### src/rtl/host_cmd_framer_pkg.sv
// Shared types and constants for the host command framer: command kinds,
// frame opcodes, frame length lookup and the serial FSM state encoding.
package host_cmd_pkg;

    typedef enum logic [1:0] {
        CMD_RF_WR   = 2'd0,
        CMD_RF_RD   = 2'd1,
        CMD_ALU_OP  = 2'd2,
        CMD_ALU_NOP = 2'd3
    } cmd_type_t;

    localparam logic [7:0] OP_RF_WR   = 8'hAA;
    localparam logic [7:0] OP_RF_RD   = 8'hBB;
    localparam logic [7:0] OP_ALU_OP  = 8'hCC;
    localparam logic [7:0] OP_ALU_NOP = 8'hDD;

    typedef enum logic [2:0] {
        ST_IDLE,
        ST_START,
        ST_DATA,
        ST_PARITY,
        ST_STOP,
        ST_GAP
    } state_t;

    function automatic logic [2:0] frame_len(input cmd_type_t t);
        case (t)
            CMD_RF_WR:  return 3'd3;
            CMD_RF_RD:  return 3'd2;
            CMD_ALU_OP: return 3'd4;
            default:    return 3'd2;
        endcase
    endfunction

    function automatic logic [7:0] opcode(input cmd_type_t t);
        case (t)
            CMD_RF_WR:  return OP_RF_WR;
            CMD_RF_RD:  return OP_RF_RD;
            CMD_ALU_OP: return OP_ALU_OP;
            default:    return OP_ALU_NOP;
        endcase
    endfunction

endpackage

### src/rtl/cmd_uart_serializer.sv
// One UART character per byte: start, 8 data bits LSB first, optional parity,
// stop. A new byte may be loaded while idle or in the last stop-bit cycle.
module cmd_uart_serializer
    import host_cmd_pkg::*;
(
    input  logic       clk,
    input  logic       rst,
    input  logic       byte_vld,
    input  logic [7:0] byte_in,
    input  logic       byte_last,
    input  logic       par_en,
    input  logic       par_typ,
    input  logic [5:0] prescale,
    output logic       tx,
    output logic       byte_end,
    output logic       done
);

    state_t     state;
    logic [5:0] pq;
    logic [5:0] cnt;
    logic [5:0] pl;
    logic [2:0] bit_cnt;
    logic [7:0] shreg;
    logic       last_q;
    logic       par_en_q;
    logic       par_bit;
    logic       load;

    // prescale 0 wraps to a reload of 63, i.e. a 64-cycle bit
    assign pl       = pq - 6'd1;
    assign byte_end = (state == ST_STOP) && (cnt == '0);
    assign load     = byte_vld && ((state == ST_IDLE) || byte_end);

    always_ff @(posedge clk) begin
        if (rst) begin
            state    <= ST_IDLE;
            tx       <= 1'b1;
            done     <= 1'b0;
            pq       <= '0;
            cnt      <= '0;
            bit_cnt  <= '0;
            shreg    <= '0;
            last_q   <= 1'b0;
            par_en_q <= 1'b0;
            par_bit  <= 1'b0;
        end else begin
            done <= 1'b0;
            if (load) begin
                state    <= ST_START;
                tx       <= 1'b0;
                pq       <= prescale;
                cnt      <= prescale - 6'd1;
                bit_cnt  <= '0;
                shreg    <= byte_in;
                last_q   <= byte_last;
                par_en_q <= par_en;
                par_bit  <= (^byte_in) ^ par_typ;
            end else begin
                case (state)
                    ST_START: begin
                        if (cnt == '0) begin
                            state <= ST_DATA;
                            tx    <= shreg[0];
                            cnt   <= pl;
                        end else begin
                            cnt <= cnt - 6'd1;
                        end
                    end
                    ST_DATA: begin
                        if (cnt == '0) begin
                            cnt <= pl;
                            if (bit_cnt == 3'd7) begin
                                if (par_en_q) begin
                                    state <= ST_PARITY;
                                    tx    <= par_bit;
                                end else begin
                                    state <= ST_STOP;
                                    tx    <= 1'b1;
                                    done  <= last_q && (pl == '0);
                                end
                            end else begin
                                bit_cnt <= bit_cnt + 3'd1;
                                shreg   <= {1'b0, shreg[7:1]};
                                tx      <= shreg[1];
                            end
                        end else begin
                            cnt <= cnt - 6'd1;
                        end
                    end
                    ST_PARITY: begin
                        if (cnt == '0) begin
                            state <= ST_STOP;
                            tx    <= 1'b1;
                            cnt   <= pl;
                            done  <= last_q && (pl == '0);
                        end else begin
                            cnt <= cnt - 6'd1;
                        end
                    end
                    ST_STOP: begin
                        // done is raised on entry to the final stop-bit cycle
                        if (cnt == '0) begin
                            state <= ST_IDLE;
                        end else begin
                            cnt  <= cnt - 6'd1;
                            done <= last_q && (cnt == 6'd1);
                        end
                    end
                    default: begin
                        state <= ST_IDLE;
                        tx    <= 1'b1;
                    end
                endcase
            end
        end
    end

endmodule

### src/rtl/host_cmd_framer.sv
// Host command framer: accepts a command, expands it into opcode + operand
// bytes and feeds them to the UART serializer with optional inter-byte gaps.
module host_cmd_framer
    import host_cmd_pkg::*;
#(
    parameter int unsigned GAP_BITS = 1
) (
    input  logic       CLK,
    input  logic       RST,
    input  logic       CMD_VLD,
    output logic       CMD_RDY,
    input  logic [1:0] CMD_TYPE,
    input  logic [3:0] CMD_ADDR,
    input  logic [7:0] CMD_DATA_A,
    input  logic [7:0] CMD_DATA_B,
    input  logic [3:0] CMD_FUN,
    input  logic [5:0] PRESCALE,
    input  logic       PAR_EN,
    input  logic       PAR_TYP,
    output logic       TX_OUT,
    output logic       BUSY,
    output logic       FRAME_DONE
);

    state_t     state;
    cmd_type_t  type_q;
    logic [3:0] addr_q;
    logic [7:0] a_q;
    logic [7:0] b_q;
    logic [3:0] fun_q;
    logic [5:0] prescale_q;
    logic       par_en_q;
    logic       par_typ_q;
    logic [2:0] idx;
    logic [2:0] n_q;
    logic [31:0] gap_cnt;
    logic [31:0] gap_len;
    logic [6:0] p_eff;
    logic       accept;

    logic       ser_vld;
    logic [7:0] ser_byte;
    logic       ser_last;
    logic [5:0] ser_presc;
    logic       ser_par_en;
    logic       ser_par_typ;
    logic       ser_byte_end;

    function automatic logic [7:0] frame_byte(input cmd_type_t t, input logic [2:0] i,
                                              input logic [3:0] addr, input logic [7:0] op_a,
                                              input logic [7:0] op_b, input logic [3:0] fun);
        logic [7:0] v;
        v = opcode(t);
        case (t)
            CMD_RF_WR: begin
                if (i == 3'd1) v = {4'h0, addr};
                else if (i == 3'd2) v = op_a;
            end
            CMD_RF_RD: begin
                if (i == 3'd1) v = {4'h0, addr};
            end
            CMD_ALU_OP: begin
                if (i == 3'd1) v = op_a;
                else if (i == 3'd2) v = op_b;
                else if (i == 3'd3) v = {4'h0, fun};
            end
            default: begin
                if (i == 3'd1) v = {4'h0, fun};
            end
        endcase
        return v;
    endfunction

    assign CMD_RDY = (state == ST_IDLE) && !RST;
    assign BUSY    = (state != ST_IDLE) && !RST;
    assign accept  = CMD_VLD && CMD_RDY;
    assign n_q     = frame_len(type_q);
    assign p_eff   = (prescale_q == '0) ? 7'd64 : {1'b0, prescale_q};
    assign gap_len = 32'(GAP_BITS) * 32'(p_eff);

    // The opcode byte goes out on the accept edge itself, straight from the inputs
    always_comb begin
        ser_vld     = 1'b0;
        ser_byte    = opcode(cmd_type_t'(CMD_TYPE));
        ser_last    = 1'b0;
        ser_presc   = prescale_q;
        ser_par_en  = par_en_q;
        ser_par_typ = par_typ_q;
        if (state == ST_IDLE) begin
            ser_vld     = accept;
            ser_presc   = PRESCALE;
            ser_par_en  = PAR_EN;
            ser_par_typ = PAR_TYP;
        end else begin
            ser_byte = frame_byte(type_q, idx, addr_q, a_q, b_q, fun_q);
            ser_last = (idx == n_q - 3'd1);
            if (state == ST_GAP)
                ser_vld = (gap_cnt == '0);
            else if (GAP_BITS == 0)
                ser_vld = ser_byte_end && (idx != n_q);
        end
    end

    always_ff @(posedge CLK) begin
        if (RST) begin
            state      <= ST_IDLE;
            type_q     <= CMD_RF_WR;
            addr_q     <= '0;
            a_q        <= '0;
            b_q        <= '0;
            fun_q      <= '0;
            prescale_q <= '0;
            par_en_q   <= 1'b0;
            par_typ_q  <= 1'b0;
            idx        <= '0;
            gap_cnt    <= '0;
        end else begin
            case (state)
                ST_IDLE: begin
                    if (accept) begin
                        type_q     <= cmd_type_t'(CMD_TYPE);
                        addr_q     <= CMD_ADDR;
                        a_q        <= CMD_DATA_A;
                        b_q        <= CMD_DATA_B;
                        fun_q      <= CMD_FUN;
                        prescale_q <= PRESCALE;
                        par_en_q   <= PAR_EN;
                        par_typ_q  <= PAR_TYP;
                        idx        <= 3'd1;
                        state      <= ST_DATA;
                    end
                end
                // DATA here means a character is on the line; the serializer owns its bit phases
                ST_DATA: begin
                    if (ser_byte_end) begin
                        if (idx == n_q) begin
                            state <= ST_IDLE;
                        end else if (GAP_BITS == 0) begin
                            idx <= idx + 3'd1;
                        end else begin
                            state   <= ST_GAP;
                            gap_cnt <= gap_len - 32'd1;
                        end
                    end
                end
                ST_GAP: begin
                    if (gap_cnt == '0) begin
                        idx   <= idx + 3'd1;
                        state <= ST_DATA;
                    end else begin
                        gap_cnt <= gap_cnt - 32'd1;
                    end
                end
                default: state <= ST_IDLE;
            endcase
        end
    end

    cmd_uart_serializer u_ser (
        .clk       (CLK),
        .rst       (RST),
        .byte_vld  (ser_vld),
        .byte_in   (ser_byte),
        .byte_last (ser_last),
        .par_en    (ser_par_en),
        .par_typ   (ser_par_typ),
        .prescale  (ser_presc),
        .tx        (TX_OUT),
        .byte_end  (ser_byte_end),
        .done      (FRAME_DONE)
    );

endmodule

### config.mk
export PLATFORM = sky130hd
export DESIGN_NAME = host_cmd_framer
export DESIGN_NICKNAME = d
export VERILOG_FILES = /design/src/rtl/host_cmd_framer_pkg.sv /design/src/rtl/cmd_uart_serializer.sv /design/src/rtl/host_cmd_framer.sv
export SDC_FILE = /design/constraint.sdc
export NUM_CORES = 1
export LEC_CHECK = 0
export BUFFER_PORTS_ARGS = -buffer_cell sky130_fd_sc_hd__buf_4
export CAP_MARGIN = 20
export CORE_AREA = 2 2 109 164
export DETAILED_ROUTE_END_ITERATION = 8
export DIE_AREA = 0 0 111 166
export PLACE_DENSITY = 0.49
export SLEW_MARGIN = 20
export SYNTH_ARGS = -nofsm -noshare
export SYNTH_HDL_FRONTEND = slang
export SYNTH_SLANG_ARGS = --single-unit
### constraint.sdc
create_clock -name CLK -period 5.9 [get_ports CLK]
set_clock_uncertainty 0.1 [all_clocks]
set_input_delay 1.18 -clock CLK [delete_from_list [all_inputs] [get_ports CLK]]
set_output_delay 1.18 -clock CLK [all_outputs]
set_load 0.05 [all_outputs]
==> flow_summary.yaml, run 1 <==
outcome:
  run_status: "finished clean"
final_layout:
  area_delta_synth_final_pct: 12.8
  multi_input_area_um2: 3550
  fin_util: 0.389
  final_cell_area_um2: 6640
  regArea_um2: 2040
  antenna_cells: 0
  n_fill_cell: 1773
  drive_gt1_frac: 0.104
  final_net_count: 853
yosys:
  avgSynthCellArea_um2: 7.39
  ys_async_sr_fraction: 0
  synth_seq_cells: 102
  synth_compound_area_frac: 0.248
  synthMuxAreaShare: 0.0187
  ys_seq_area_frac: 0.347
  synth-adder-area-share: 0.0298
  ys_types: 62
  syn_inst: 796
  synth_fp_nets: 847
  yosysWarnings: 0
  synthXorXnorAreaFrac: 0.0291
  yosys.area_share.simple: 0.276
  synth_ff_type: "dfxtp_1"
  synth_top_family_by_area: "simple AND/OR/NAND/NOR gates"
  synth_area_um2: 5880
  synth_edf_count: 0
worst_setup_path:
  reg2reg_from: "gap_cnt[27]"
  worstPathRequired_ns: 5.99
  crit_type: "flop to flop"
  crit_path_end_kind: "flop"
  crit_arrival_ns: 3.88
  path_max_fanout: 31
  reg2regPathDepth: 9
  r2r-end: "u_ser.shreg[3]"
  r2r_slack_ns: 2.11
  start_kind: "flop"
grt:
  gr-total-overflow: 0
  grt_pass1_vias: 5392
  grt_max_degree: 100
  grt_use_total: 0.180
  grt_antenna_before_repair: 0
  grt_pass1_wl_mm: 27.0
clocking:
  cts.clk_slew.worst_paths_ns: 0.07
  cts_setup_buffers: 0
  clock_path_buffers: 2
  htree_levels: 3
  cts_tree: "built"
  holdBufCountCts: 0
  cts_repair_resize_count: 0
  cts.sinks: 102
  cts_made_buffers: 9
  clock_latency_ns: 0.35
  cts-root-buf: "clkbuf_16"
timing:
  finalCriticalPeriod_ns: 3.79
  worst_pin_slew_ns: 0.986
  slew_viol_final: 0
  period_share: 0.642
  setup_viol: 0
  slew_headroom: 0.339
  rsz0062_at_grt: "false"
  max_freq_mhz: 264
  tns_ns: 0
  hold_viol: 0
place:
  detailed_place_hpwl_mm: 11.7
  port-buffer-count: 40
  place_congestion: 0.859
  place_area_um2: 6300
routing:
  routed_wl_mm: 16.4
  ant_nets: 0
  drt_iter0_drc: 257
  wl_per_cell_um: 16.1
  route.vias.total: 5575
  viasPerCell: 5.47
  route.detailed.drc: 0
  first_pass_iters: 4
flow_run:
  maxCapViolCount: 0
die:
  start_util: 0.345
  rows: 59
  fp.dieW_um: 111
  die_y_um: 166
  die-area_um2: 18400
  io-pin-count: 41
  core_um2: 17100
min_path:
  hp-start: "u_ser.par_bit"
  hold_class: "flop to flop"
  whs_endpoint: "u_ser.par_bit"
  holdPathStages: 2
pwr:
  vdd_drop_max_mv: 0.115
  leakage_nw: 2.42
  p_per_area_nw_per_um2: 265
==> layer usage <==
layer,wire (um),up-vias,global-route usage,share of wire
li1,-,2832,-,-
met2,8790,105,0.335,0.54
met3,555,26,0.0292,0.034
met4,433,0,0.0777,0.026
met1,6600,2612,0.198,0.40
met5,0,-,0,0
==> cell families (layout without fill, tap and decap cells) <==
logic type / count (synthesis) / in the layout
xor gates and xnor gates: 18 / 18
DFF: 102 / 102
muxes: 11 / 11
AOI/OAI and AO/OA: 250 / 250
and+or+nand+nor: 326 / 326
buffers and inverters: 75 / 86
adders and majority gates: 14 / 14
==> cell usage in the layout, fill, tap and decap left out, types with 4 or more instances in the layout <==
master and n:
o21ai_0 92, buf_4 48, or2_2 7, nand2_1 87, a21oi_1 77, or4_1 5, o31ai_1 10, nand2b_1 35
nor2_1 89, a31oi_1 11, nor3_1 28, xnor2_1 14, nor2b_1 11, inv_1 22, clkbuf_16 9, or3_1 7
mux2i_1 11, ha_1 14, a211oi_1 16, dfxtp_1 102, nand4_1 5, nand3_1 11, o22ai_1 4, nor4_1 11
nor3b_1 5, a22oi_1 11
==> state kept, by name (all words and copies together), names as in the netlist, 2 cells and up <==
name / flops
gap_cnt: 32
a_q: 8
b_q: 8
u_ser.shreg: 8
prescale_q: 6
u_ser.cnt: 6
u_ser.pq: 6
addr_q: 4
fun_q: 4
idx: 3
u_ser.bit_cnt: 3
u_ser.state: 3
state: 2
type_q: 2
==> area by class of cell <==
cell class              instances  area share
multi-input cells             619       0.535
flip-flops and latches        102       0.308
repair buffers                 48      0.0543
clock buffers                  13      0.0407
well taps                     213      0.0402
inverters                      22      0.0124
clock inverters                 3     0.00980
==> metrics by stage <==
step | worst slack (ns) | std cells | total power (W) | hold WS (ns)
floorplan | 2.41 | 796 | 0.00101 | 0.323
global placement | 2.23 | 1004 | 0.00111 | 0.349
detailed placement | 2.12 | 1004 | 0.00111 | 0.351
CTS | 2.11 | 1020 | 0.00179 | 0.362
global route | 1.85 | 1020 | 0.00186 | 0.387
finish | 2.11 | 1020 | 0.00176 | 0.360
==> power by group <==
group	switching [W]	internal, W
combinational	0.000196	0.000134
clock	0.000263	0.000406
sequential	0.0000363	0.000725
total	0.000496	0.00126
==> worst max path at each step <==
| stage | to | from | cells past startpoint |
|---|---|---|---|
| 3_5_place_dp | u_ser.shreg[3] | gap_cnt[27] | 9 |
| 3_3_place_gp | u_ser.shreg[5] | gap_cnt[27] | 9 |
| 6_report | u_ser.shreg[3] | gap_cnt[27] | 9 |
| 5_1_grt | u_ser.shreg[5] | gap_cnt[27] | 9 |
| 4_1_cts | u_ser.shreg[3] | gap_cnt[27] | 9 |
| 2_1_floorplan | BUSY | RST | 3 |
==> synth_stat cells, types with 4 or more instances <==
| library cell | n | share of area |
|---|---|---|
| dfxtp_1 | 102 | 0.35 |
| o21ai_0 | 92 | 0.078 |
| nor2_1 | 89 | 0.057 |
| nand2_1 | 87 | 0.055 |
| a21oi_1 | 78 | 0.066 |
| clkbuf_1 | 47 | 0.030 |
| nand2b_1 | 35 | 0.037 |
| nor3_1 | 29 | 0.025 |
| inv_1 | 22 | 0.014 |
| a211oi_1 | 16 | 0.020 |
| ha_1 | 14 | 0.030 |
| xnor2_1 | 14 | 0.021 |
| a22oi_1 | 11 | 0.014 |
| a31oi_1 | 11 | 0.012 |
| mux2i_1 | 11 | 0.019 |
| nand3_1 | 11 | 0.0094 |
| nor2b_1 | 11 | 0.012 |
| nor4_1 | 11 | 0.012 |
| o31ai_1 | 10 | 0.013 |
| or2_2 | 7 | 0.0074 |
| or3_1 | 7 | 0.0074 |
| nand4_1 | 5 | 0.0053 |
| nor3b_1 | 5 | 0.0064 |
| or4_1 | 5 | 0.0064 |
| and2_1 | 4 | 0.0043 |
| o22ai_1 | 4 | 0.0043 |
==> critical path: stages, from the launching register on <==
cell,delay [ns]
dfxtp_1,0.36
or4_1,0.59
or4_1,0.54
or4_4,0.53
or2_4,0.26
nor2b_4,0.16
nor2_4,0.55
nor2_1,0.19
a221oi_1,0.29
nor2_1,0.07
Note: power is estimated with default switching activity, not from simulation.
==> run 2: changes to the inputs <==
==> constraint.sdc (replaced) <==
create_clock -name CLK -period 3.95 [get_ports CLK]
set_clock_uncertainty 0.1 [all_clocks]
set_input_delay 0.79 -clock CLK [delete_from_list [all_inputs] [get_ports CLK]]
set_output_delay 0.79 -clock CLK [all_outputs]
set_load 0.05 [all_outputs]
==> flow_summary.yaml, run 2 (synthesis results as in run 1) <==
grt:
  grt_antenna_before_repair: 0
  grt_max_degree: 75
  grt_use_total: 0.184
  grt_pass1_wl_mm: 27.7
  grt_pass1_vias: 5555
  gr-total-overflow: 0
routing:
  first_pass_iters: 4
  ant_nets: 0
  route.vias.total: 5662
  routed_wl_mm: 16.8
  wl_met1_mm: 6.56
  viasPerCell: 5.51
  drt_iter0_drc: 274
  wl_met2_mm: 9.09
  wl_per_cell_um: 16.3
  route.met3.wl_um: 706
  route.detailed.drc: 0
  highest_layer: "met4"
worst_setup_path:
  worstPathRequired_ns: 4.11
  crit_path_end_kind: "flop"
  path_max_fanout: 17
  crit_cells: 9
  crit_type: "flop to flop"
  crit_family: "simple AND/OR/NAND/NOR gates"
  crit_arrival_ns: 3.70
  critical_path.max_stage_delay_ns: 0.59
  start_kind: "flop"
  reg2regPathDepth: 9
  crit_chain: "or4_1 > or4_1 > or4_4 > or2_4 > nor2b_4 > nor2_4 > buf_4 > a211oi_1 > a211oi_1"
  path_buf_inv: 1
  crit_slowest_cell: "or4_1"
min_path:
  holdPathStages: 2
  hold_class: "flop to flop"
place:
  pre_cts_ws_ns: 0.393
  post-place-cells: 1012
  port-buffer-count: 40
  detailed_place_hpwl_mm: 12.0
  place_congestion: 0.882
timing:
  finalCriticalPeriod_ns: 3.54
  rsz0062_at_grt: "false"
  hold_viol: 0
  finalWorstSetupSlack_ns: 0.405
  setup_viol: 0
  max_freq_mhz: 282
  hold_slack_ns: 0.358
  tns_ns: 0
  period_share: 0.897
  slew_viol_final: 0
  slew_headroom: 0.432
  worst_pin_slew_ns: 0.852
clocking:
  cts-root-buf: "clkbuf_16"
  clock_latency_ns: 0.36
  cts_repair_resize_count: 0
  holdBufCountCts: 0
  cts_made_buffers: 9
  clock_path_buffers: 2
  htree_levels: 3
  cts.clk_slew.worst_paths_ns: 0.07
  cts_setup_buffers: 0
  cts_tree: "built"
  cts.sinks: 102
final_layout:
  regMostFlops: "gap_cnt"
  area_delta_synth_final_pct: 13.1
  final_net_count: 861
  final_cell_mix: "dfxtp_1 (102), o21ai_0 (92), nor2_1 (89), nand2_1 (87), a21oi_1 (78)"
  layout_commonest_cell: "dfxtp_1"
  largest_reg_flops: 32
  instances_no_fill: 1028
  antenna_cells: 0
  drive_gt1_frac: 0.110
  n_fill_cell: 1809
die:
  fp.dieW_um: 111
  core_um2: 17100
  rows: 59
  io-pin-count: 41
  die_y_um: 166
  start_util: 0.345
  die-area_um2: 18400
pwr:
  vdd_drop_max_mv: 0.192
  leakage_nw: 2.44
  p_per_area_nw_per_um2: 385
flow_run:
  maxCapViolCount: 0
outcome:
  run_status: "finished clean"
## run 2: worst paths after layout
path / slack (ns) / startpoint / to
min reg2reg: 0.36 / u_ser.par_bit / u_ser.par_bit
max reg2reg: 0.41 / gap_cnt[27] / u_ser.cnt[1]
max: 0.41 / gap_cnt[27] / u_ser.cnt[1]
min: 0.36 / u_ser.par_bit / u_ser.par_bit
## run 2: area by class of cell
cell class / count / area [um^2] / share of cell area
clock buffers: 11 / 243 / 0.0365
inverters: 22 / 82.6 / 0.0124
multi-input cells: 619 / 3540 / 0.532
well taps: 213 / 267 / 0.0400
repair buffers: 56 / 420 / 0.0632
flip-flops and latches: 102 / 2040 / 0.307
clock inverters: 5 / 58.8 / 0.00884
## run 2: worst reg2reg max path, stage by stage (launching register included)
cell	delay (ns)
dfxtp_1	0.36
or4_1	0.60
or4_1	0.54
or4_4	0.52
or2_4	0.25
nor2b_4	0.16
nor2_4	0.32
buf_4	0.28
a211oi_1	0.07
a211oi_1	0.26
## run 2: layer usage
metal | vias to the layer above | GRT usage
met2 | 140 | 0.354
met1 | 2651 | 0.198
li1 | 2847 | -
met5 | - | 0
met4 | 0 | 0.0783
met3 | 24 | 0.0270
## run 2: metrics by stage
step / cell area [um^2] / utilization / total power [W]
2_1_floorplan: 5880 / - / 0.00150
3_5_place_dp: 6350 / 0.373 / 0.00166
3_3_place_gp: 6350 / 0.373 / 0.00166
4_1_cts: 6650 / 0.390 / 0.00260
6_report: 6660 / 0.390 / 0.00256
5_1_grt: 6660 / 0.390 / 0.00269
## run 2: report_power, final
part           internal, W  total, W  switching (W)
clock network     0.000509  0.000923       0.000413
registers          0.00108   0.00114      0.0000535
logic             0.000204  0.000502       0.000298
total              0.00180   0.00256       0.000765
==> run 3: changes to the inputs <==
--- a/config.mk
+++ b/config.mk
@@ -7,10 +7,10 @@
 export LEC_CHECK = 0
 export BUFFER_PORTS_ARGS = -buffer_cell sky130_fd_sc_hd__buf_4
 export CAP_MARGIN = 20
-export CORE_AREA = 2 2 109 164
+export CORE_AREA = 2 2 103 154
 export DETAILED_ROUTE_END_ITERATION = 8
-export DIE_AREA = 0 0 111 166
-export PLACE_DENSITY = 0.49
+export DIE_AREA = 0 0 105 156
+export PLACE_DENSITY = 0.54
 export SLEW_MARGIN = 20
 export SYNTH_ARGS = -nofsm -noshare
 export SYNTH_HDL_FRONTEND = slang
==> flow_summary.yaml, run 3 (synthesis results as in run 1) <==
grt:
  grt_pass1_vias: 5367
  gr-total-overflow: 0
  grt_use_total: 0.203
  grt_max_degree: 97
  grt_pass1_wl_mm: 26.8
  grt_antenna_before_repair: 0
timing:
  finalWorstSetupSlack_ns: 0.458
  worst_pin_slew_ns: 0.999
  hold_viol: 0
  max_freq_mhz: 286
  slew_viol_final: 0
  setup_viol: 0
  rsz0062_at_grt: "false"
  period_share: 0.884
  finalCriticalPeriod_ns: 3.49
  hold_slack_ns: 0.361
  tns_ns: 0
  slew_headroom: 0.334
pwr:
  p_per_area_nw_per_um2: 385
  p_clk_frac: 0.360
  vdd_drop_max_mv: 0.196
  switching_power_w: 0.000763
  p_seq_frac: 0.445
  internal_power_w: 0.00179
  p_sw_frac: 0.298
  leakage_nw: 2.44
  combPwrFrac: 0.196
worst_setup_path:
  crit_chain: "or4_1 > or4_1 > or4_4 > or2_4 > nor2b_4 > nor2_4 > buf_4 > nand2_1 > nor3b_1"
  r2r_slack_ns: 0.46
  critical_path.max_stage_delay_ns: 0.58
  crit_arrival_ns: 3.58
  r2r-end: "u_ser.pq[0]"
  crit_slowest_cell: "or4_1"
  start_kind: "flop"
  path_max_fanout: 17
  reg2reg_from: "gap_cnt[27]"
  worstPathRequired_ns: 4.04
  crit_path_end_kind: "flop"
  reg2regPathDepth: 9
  path_common_cell: "or4_1"
  crit_type: "flop to flop"
clocking:
  cts.clk_slew.worst_paths_ns: 0.07
  cts-root-buf: "clkbuf_16"
  htree_levels: 3
  clock_latency_ns: 0.35
  cts_setup_buffers: 0
  cts_made_buffers: 9
  cts_tree: "built"
  cts_repair_resize_count: 0
  cts.sinks: 102
  clock_path_buffers: 2
  holdBufCountCts: 0
place:
  place_area_um2: 6330
  post-place-cells: 998
  port-buffer-count: 40
  detailed_place_hpwl_mm: 11.5
  place_congestion: 0.893
  pre_cts_ws_ns: 0.506
flow_run:
  maxCapViolCount: 0
routing:
  drt_iter0_drc: 293
  wl_per_cell_um: 16.2
  routed_wl_mm: 16.4
  viasPerCell: 5.57
  route.detailed.drc: 0
  first_pass_iters: 5
  ant_nets: 0
  route.vias.total: 5649
die:
  start_util: 0.392
  fp.dieW_um: 105
  core_um2: 15000
  die_y_um: 156
  io-pin-count: 41
  rows: 55
  die-area_um2: 16400
min_path:
  holdPathStages: 2
  hold_class: "flop to flop"
  whs_endpoint: "u_ser.shreg[0]"
  hp-start: "u_ser.shreg[0]"
final_layout:
  drive_gt1_frac: 0.112
  area_delta_synth_final_pct: 12.8
  layout_commonest_cell: "dfxtp_1"
  final_cell_area_um2: 6640
  antenna_cells: 0
  regMostFlops: "gap_cnt"
  final_net_count: 861
  instances_no_fill: 1014
  largest_reg_flops: 32
  final_cell_mix: "dfxtp_1 (102), o21ai_0 (92), nor2_1 (89), nand2_1 (87), a21oi_1 (78)"
outcome:
  run_status: "finished clean"
[run 3: cell type report]
cell class,count,area [um^2]
Clock buffer,10,239
Sequential cell,102,2040
Multi-Input combinational cell,619,3540
Fill cell,1546,8370
Tap cell,199,249
Inverter,22,82.6
Timing Repair Buffer,56,420
Clock inverter,6,61.3
[run 3: worst max path at each step]
stage | from | end | slack, ns
floorplan | gap_cnt[15] | u_ser.cnt[4] | 0.76
global placement | gap_cnt[27] | u_ser.pq[0] | 0.53
detailed placement | gap_cnt[27] | u_ser.pq[0] | 0.51
CTS | gap_cnt[27] | u_ser.pq[0] | 0.49
global route | gap_cnt[27] | u_ser.pq[2] | 0.28
finish | gap_cnt[27] | u_ser.pq[0] | 0.46
[run 3: routing by layer]
| metal | vias up | routed length [um] | track usage | part of all wire |
|---|---|---|---|---|
| li1 | 2852 | - | - | - |
| met3 | 39 | 536 | 0.0272 | 0.033 |
| met4 | 0 | 557 | 0.0984 | 0.034 |
| met2 | 126 | 8630 | 0.374 | 0.53 |
| met5 | - | 0 | 0 | 0 |
| met1 | 2632 | 6650 | 0.228 | 0.41 |
[run 3: critical path: cells and delay by family (launching register included)]
kind,cells,cell delay (ns)
flip-flops,1,0.36
buffers and inverters,1,0.28
AND/OR/NAND/NOR,8,2.59
[run 3: power groups by stage]
stage / Clock (W) / Combinational (W) / Sequential [W]
after floorplan: 0 / 0.000363 / 0.00114
after global placement: 0 / 0.000494 / 0.00116
after detailed placement: 0 / 0.000499 / 0.00116
after CTS: 0.000938 / 0.000502 / 0.00114
after global routing: 0.000977 / 0.000560 / 0.00115
final: 0.000920 / 0.000500 / 0.00114
[run 3: stage by stage]
step	utilization	power [W]
after global placement	0.422	0.00165
after detailed placement	0.422	0.00166
after CTS	0.442	0.00258
after floorplan	-	0.00150
after global routing	0.442	0.00268
final	0.442	0.00256
